## config.mk

```make
export PLATFORM = sky130hd
export DESIGN_NAME = serial_addsub_ctrl
export DESIGN_NICKNAME = d
export VERILOG_FILES = /design/src/rtl/serial_addsub_pkg.sv /design/src/rtl/serial_addsub_ctrl_fa_1bit.sv /design/src/rtl/serial_addsub_ctrl.sv
export SDC_FILE = /design/constraint.sdc
export NUM_CORES = 1
export LEC_CHECK = 0
export BUFFER_PORTS_ARGS = -buffer_cell sky130_fd_sc_hd__buf_2
export CAP_MARGIN = 40
export CORE_UTILIZATION = 54
export CTS_BUF_LIST = sky130_fd_sc_hd__clkbuf_4 sky130_fd_sc_hd__clkbuf_8 sky130_fd_sc_hd__clkbuf_16
export DETAILED_ROUTE_END_ITERATION = 10
export HOLD_SLACK_MARGIN = 0.08
export PLACE_DENSITY = 0.88
export SYNTH_ARGS = -nofsm -noshare
export SYNTH_HDL_FRONTEND = slang
export SYNTH_SLANG_ARGS = --single-unit
```

## constraint.sdc

```tcl
create_clock -name clk -period 1.8 [get_ports clk]
set_clock_uncertainty 0.15 [all_clocks]
set_input_delay 0.18 -clock clk [delete_from_list [all_inputs] [get_ports clk]]
set_output_delay 0.18 -clock clk [all_outputs]
set_load 0.05 [all_outputs]
```

## src/rtl/serial_addsub_pkg.sv

```systemverilog
// Shared definitions for the bit-serial add/subtract controller:
// FSM state encoding and the default operand width.
package serial_addsub_pkg;

  localparam int unsigned DefaultWidth = 8;

  typedef enum logic [1:0] {
    StIdle = 2'd0,
    StRun  = 2'd1,
    StDone = 2'd2
  } state_e;

endpackage

```

## src/rtl/serial_addsub_ctrl_fa_1bit.sv

```systemverilog
// Single 1-bit full adder; the only arithmetic element of the serial datapath.
module FA_1bit (
  input  logic a,
  input  logic b,
  input  logic cin,
  output logic sum,
  output logic cout
);

  assign sum  = a ^ b ^ cin;
  assign cout = (a & b) | (a & cin) | (b & cin);

endmodule

```

## src/rtl/serial_addsub_ctrl.sv

```systemverilog
// Bit-serial adder/subtractor: one bit per clock, LSB first, through one full adder.
// Subtract is a + ~b + 1, so the carry register is seeded with sub_in.
module serial_addsub_ctrl
  import serial_addsub_pkg::*;
#(
  parameter int unsigned WIDTH = DefaultWidth
) (
  input  logic             clk,
  input  logic             rst_n,
  input  logic             start_in,
  input  logic             sub_in,
  input  logic [WIDTH-1:0] a_in,
  input  logic [WIDTH-1:0] b_in,
  output logic             busy_out,
  output logic             done_out,
  output logic [WIDTH-1:0] sum_out,
  output logic             carry_out,
  output logic             overflow_out
);

  localparam int unsigned    CntW    = (WIDTH > 1) ? $clog2(WIDTH) : 1;
  localparam logic [CntW-1:0] LastBit = CntW'(WIDTH - 1);

  state_e            state_q, state_d;
  logic [WIDTH-1:0]  a_q, b_q, sum_q, sum_d;
  logic [CntW-1:0]   cnt_q;
  logic              carry_q;
  logic              carry_res_q;
  logic              ovf_q;
  logic              fa_sum, fa_cout;
  logic              last_bit;

  assign last_bit = (cnt_q == LastBit);

  FA_1bit u_fa (
    .a    (a_q[0]),
    .b    (b_q[0]),
    .cin  (carry_q),
    .sum  (fa_sum),
    .cout (fa_cout)
  );

  // State register
  always_ff @(posedge clk) begin
    if (!rst_n) begin
      state_q <= StIdle;
    end else begin
      state_q <= state_d;
    end
  end

  // Next-state logic
  always_comb begin
    state_d = state_q;
    unique case (state_q)
      StIdle:  if (start_in) state_d = StRun;
      StRun:   if (last_bit) state_d = StDone;
      StDone:  state_d = StIdle;
      default: state_d = StIdle;
    endcase
  end

  // Outputs
  always_comb begin
    busy_out = (state_q == StRun) || (state_q == StDone);
    done_out = (state_q == StDone);
  end

  // New sum bit enters at the MSB while the register shifts right.
  always_comb begin
    sum_d            = sum_q >> 1;
    sum_d[WIDTH-1]   = fa_sum;
  end

  always_ff @(posedge clk) begin
    if (!rst_n) begin
      a_q         <= '0;
      b_q         <= '0;
      sum_q       <= '0;
      cnt_q       <= '0;
      carry_q     <= 1'b0;
      carry_res_q <= 1'b0;
      ovf_q       <= 1'b0;
    end else begin
      unique case (state_q)
        StIdle: begin
          if (start_in) begin
            a_q         <= a_in;
            b_q         <= sub_in ? ~b_in : b_in;
            carry_q     <= sub_in;
            cnt_q       <= '0;
            sum_q       <= '0;
            carry_res_q <= 1'b0;
            ovf_q       <= 1'b0;
          end
        end
        StRun: begin
          a_q     <= a_q >> 1;
          b_q     <= b_q >> 1;
          sum_q   <= sum_d;
          carry_q <= fa_cout;
          cnt_q   <= cnt_q + CntW'(1);
          if (last_bit) begin
            // carry_q here is the carry into the MSB
            carry_res_q <= fa_cout;
            ovf_q       <= carry_q ^ fa_cout;
          end
        end
        default: ;
      endcase
    end
  end

  assign sum_out      = sum_q;
  assign carry_out    = carry_res_q;
  assign overflow_out = ovf_q;

endmodule

```

Word-level counts from Yosys, hierarchy flattened

Index checks and enable logic that the tools add are counted.

Word-level logic and storage cells: 48
Output and inout bits: 12
Flip-flop bits (word level): 32
Input bits: 20

Bitwise gates (word level): 9
Add/subtract/negate cells: 1
Reductions and logical operators: 6
Equality and inequality tests: 5
Muxes and demuxes: 19

Operator list:

| cell                  | count |
|---|---|
| $pmux W8 S2           | 3 |
| $mux W8               | 4 |
| $not A8 Y8            | 1 |
| $pmux W1 S2           | 3 |
| $pmux W3 S2           | 1 |
| $mux W1               | 4 |
| $mux W2               | 2 |
| $ne A2 B2 Y1 const B  | 2 |
| $pmux W2 S2           | 1 |
| $reduce_and A2 Y1     | 2 |
| $add A3 B1 Y3 const B | 1 |
| $and A1 B1 Y1         | 3 |
| $eq A3 B3 Y1 const B  | 1 |
| $mux W3               | 1 |
| $reduce_and A3 Y1     | 1 |
| $xor A1 B1 Y1         | 3 |
| $eq A2 B1 Y1 const B  | 1 |
| $eq A2 B2 Y1 const B  | 1 |
| $logic_not A2 Y1      | 1 |
| $or A1 B1 Y1          | 2 |
| $reduce_bool A2 Y1    | 1 |
| $logic_or A1 B1 Y1    | 1 |

Logic depth before layout (Yosys ltp)

Depth in word-level cells: 6
Gate-level depth with buffers: 6
Depth with buffers taken out: 5

Cells and area by module

Synthesis repeated with hierarchy kept, for this count alone.

Cell total of the unflattened synthesis: 165
Area, all modules: 1566.5 µm²

Modules (own cells, without submodules):

| module             | area each (µm²) | times used | cells each | seq. area each (µm²) |
|---|---|---|---|---|
| serial_addsub_ctrl | 1546.5          | 1          | 164        | 640.6 |
| FA_1bit            | 20.0            | 1          | 1          | 0.0 |

Worst setup path after synthesis

OpenSTA, ideal clock, no wires.

Path kind: register to register
Start point: register state_q[0]
End point: register ovf_q, in the netlist overflow_out
Required time: 1510 ps
Setup time: 140 ps
Buffers on the path: 1
Data arrival time: 1288 ps
Clock period less this slack: 1578 ps
Stages on the path, launching flop included: 7
Slack: 222 ps
Cells stage by stage: dfxtp_1 inv_1 ha_1 mux2_4 buf_12 nand4_1 a21oi_1

Longest elaborated chain between the ends: 3

Ends and longest elaborated chain:

| element                                                      | line                      | source |
|---|---|---|
| from (decl)                                                  | serial_addsub_ctrl.sv:24  | `state_e state_q, state_d;` |
| from (signal assigned)                                       | serial_addsub_ctrl.sv:46  | `state_q <= StIdle;` |
| from (signal assigned)                                       | serial_addsub_ctrl.sv:48  | `state_q <= state_d;` |
| $eq A2 B1 Y1 or $logic_not A2 Y1 (tied branches)             | serial_addsub_ctrl.sv:85  | `unique case (state_q)` |
| $ne A2 B2 Y1 (no line) or $reduce_bool A2 Y1 (tied branches) | n/a                       |  |
| $reduce_and A3 Y1 (no line)                                  | n/a                       |  |
| to (signal assigned)                                         | serial_addsub_ctrl.sv:106 | `ovf_q <= carry_q ^ fa_cout;` |
| to (decl)                                                    | serial_addsub_ctrl.sv:29  | `logic ovf_q;` |

Several ways; a longest one is shown, not always the timed one.
A chain may end at the register's enable or synchronous reset.

Worst setup path after layout

Start point: register state_q[1]
End point: register carry_q

Longest elaborated chain between the ends: 3

Ends and longest elaborated chain:

| element                                                      | line                      | source |
|---|---|---|
| $eq A2 B1 Y1 or $logic_not A2 Y1 (tied branches)             | serial_addsub_ctrl.sv:85  |  |
| $reduce_bool A2 Y1 (no line) or $ne A2 B2 Y1 (tied branches) | n/a                       |  |
| $reduce_and A2 Y1 (no line)                                  | n/a                       |  |
| to (signal assigned)                                         | serial_addsub_ctrl.sv:90  | `carry_q <= sub_in;` |
| to (signal assigned)                                         | serial_addsub_ctrl.sv:101 | `carry_q <= fa_cout;` |
| to (decl)                                                    | serial_addsub_ctrl.sv:27  | `logic carry_q;` |

Several ways; a longest one is shown, not always the timed one.

==> flow_summary.toml <==
[run_status]
outcome = "finished, violations left"
violations = "design-rule violations"

[grt]
grt_pass1_vias = 1416
overflow = 0
grt_max_degree = 18
grt_use_total = 0.244
antenna_found_initial = 0
grt_pass1_wl_mm = 6.06

[sta]
worst_pin_slew_ns = 0.582
hold_slack_ns = 0.0942
setup_viol = 0
hold_viol_final = 0
fmax_mhz = 576
slew_headroom = 0.611
grt_setup_unrepaired = "yes"
period_minus_slack_ns = 1.74
slew_violations = 0
period_share = 0.965
setup_tns_ns = 0

[layout]
instances_no_fill = 241
nets = 236
fin_area_sq_um = 1990
syn_to_final_growth_pct = 21.7
n_antenna_cell = 0
drive_gt1_frac = 0.357

[clock_network]
cts_buffer_depth = 2
clkTransAtPathRegs_ns = 0.10
numCtsBuffers = 5
clock_latency_ns = 0.34
cts_tree = "yes"
cts.sinks = 32
cts_setup_buffers = 0
cts-htree-levels = 2
cts-root-buf = "clkbuf_4"

[synthesis]
postSynthAreaPerCell_sq_um = 9.97
synthCells = 164
synth-edff-count = 0
synth_area_leaders = "dfxtp_1 (39%), a32oi_1 (5.4%), o211ai_2 (5.4%)"
yosysMostFrequentCell = "dfxtp_1"
ys_seq_elements = 32
yosys_warnings = 0
synth_top_area_frac = 0.392
synth_top_area_cell = "dfxtp_1"
synth_ff_type = "dfxtp_1"
yosys-top-cells-count = "dfxtp_1 (32), nor2_1 (15), nand2_1 (11), a32oi_1 (10)"
synthDistinctLibCells = 32
syn_area_sq_um = 1640
synth_fp_nets = 191
synthArstFlopShare = 0
yosysSeqAreaShare = 0.392

[worst_setup_path]
arrival_ns = 1.82
path_max_fanout = 12
rr_startpoint = "state_q[1]"
end_kind = "flop"
worstSetupPathType = "reg -> reg"
critical_path_required_ns = 1.88
startpoint = "state_q[1]"
start_kind = "flop"

[drt]
ant_nets = 0
drtIter0Drc = 49
wl_per_cell_microns = 14.9
via_per_inst = 5.79
drc_errors = 5
first_pass_iters = 7
routed_wl_mm = 3.60
vias = 1396

[power_and_ir_drop]
p_per_area_nw_per_um2 = 896
p_clk_frac = 0.258
seq_power_share = 0.454
p_sw_frac = 0.321
p_leak_uw = 0.000826
p_comb_frac = 0.287
power_uw = 1780
switching_power_uw = 573
intPower_uw = 1210
ir_worst_vdd_mv = 0.546

[floorplan]
initial_core_util = 0.583
dieArea_sq_um = 3250
die_y_microns = 57.0
ios = 32
core_sq_um = 2810
die_x_microns = 57.0
rows = 19

[job]
cap_violations = 0

[hold_path]
hp-class = "in -> reg"
worstHoldStart = "b_in[2]"

[place]
dp_hpwl_mm = 2.36
gp_congestion = 0.849
dp.cells = 221
postPlaceCellArea_sq_um = 1790
io_buffers = 31
-- registers in the layout, indices dropped and copies added, names as in the netlist --
| name | flops |
|---|---|
| a_q | 8 |
| b_q | 8 |
| sum_out | 8 |
| cnt_q | 3 |
| state_q | 2 |
| carry_out | 1 |
| carry_q | 1 |
| overflow_out | 1 |
-- final cells by class --
cell class	count	area [sq um]
multi-input cells	117	908
fillers	219	815
well taps	31	38.8
clock buffers	8	66.3
inverters	3	11.3
repair buffers	50	325
flip-flops and latches	32	641
-- through the flow --
stage	worst slack (ns)	utilization
finish	0.0630	0.710
detailed placement	-0.000634	0.639
floorplan	0.222	-
CTS	0.0599	0.707
global route	-0.0176	0.710
global placement	0.111	0.639
-- cell families (layout without fill, tap and decap cells) --
family                   count (synthesis)  in the layout  share of synthesized area
AND/OR/NAND/NOR                         47             47                      0.141
AO/OA/AOI/OAI                           44             44                      0.234
multiplexers                             9             10                     0.0604
flip-flops                              32             32                      0.392
XOR/XNOR                                 9              9                     0.0482
adder cells (fa/ha/maj)                  7              7                     0.0581
buffers and inverters                   16             61                     0.0666
-- critical path, stage by stage, from the launching register on --
cell	delay (ns)
dfxtp_1	0.35
inv_1	0.11
ha_2	0.31
mux2_4	0.41
o221a_2	0.29
-- final timing paths --
check	endpoint	slack [ns]	cells past startpoint
min reg2reg	a_q[7]	0.32	2
max reg2reg	carry_q	0.06	4
min	b_q[2]	0.09	4
max	carry_q	0.06	4
-- power groups by stage --
stage / logic (uW) / registers (uW) / clock network (uW)
3_5_place_dp: 469 / 826 / 0
5_1_grt: 558 / 817 / 490
2_1_floorplan: 394 / 822 / 0
4_1_cts: 500 / 810 / 470
3_3_place_gp: 444 / 820 / 0
6_report: 513 / 811 / 461
-- cell usage in the layout (no fill, tap or decap), drive strengths merged, types with 2 or more instances in the layout --
cell type and instances:
buf 39, dfxtp 32, nor2 19, a21oi 12
nand2 11, dlygate4sd3 11, a32oi 10, xor2 8
nand2b 8, mux2i 8, clkbuf 8, o211ai 7
a211oi 7, ha 6, o21ai 4, inv 3
nand3b 3, nor2b 3, mux2 2, a31oi 2
nand3 2
-- metal layers --
layer  vias to the layer above  track usage  part of all wire
li1                        673            -                 -
met1                       654        0.264              0.43
met2                        52        0.418              0.48
met3                        17       0.0726             0.052
met4                         0        0.146             0.036
met5                         -            0                 0
-- what timing repair did --
action / CTS / global route
hold buffers: 11 / 0
endpoints found under the hold margin: 12 / 0
setup endpoints to repair: 1 / 14
gates resized for setup: 1 / 3
cloned: 1 / 0
Note: power is estimated with default switching activity, not from simulation.
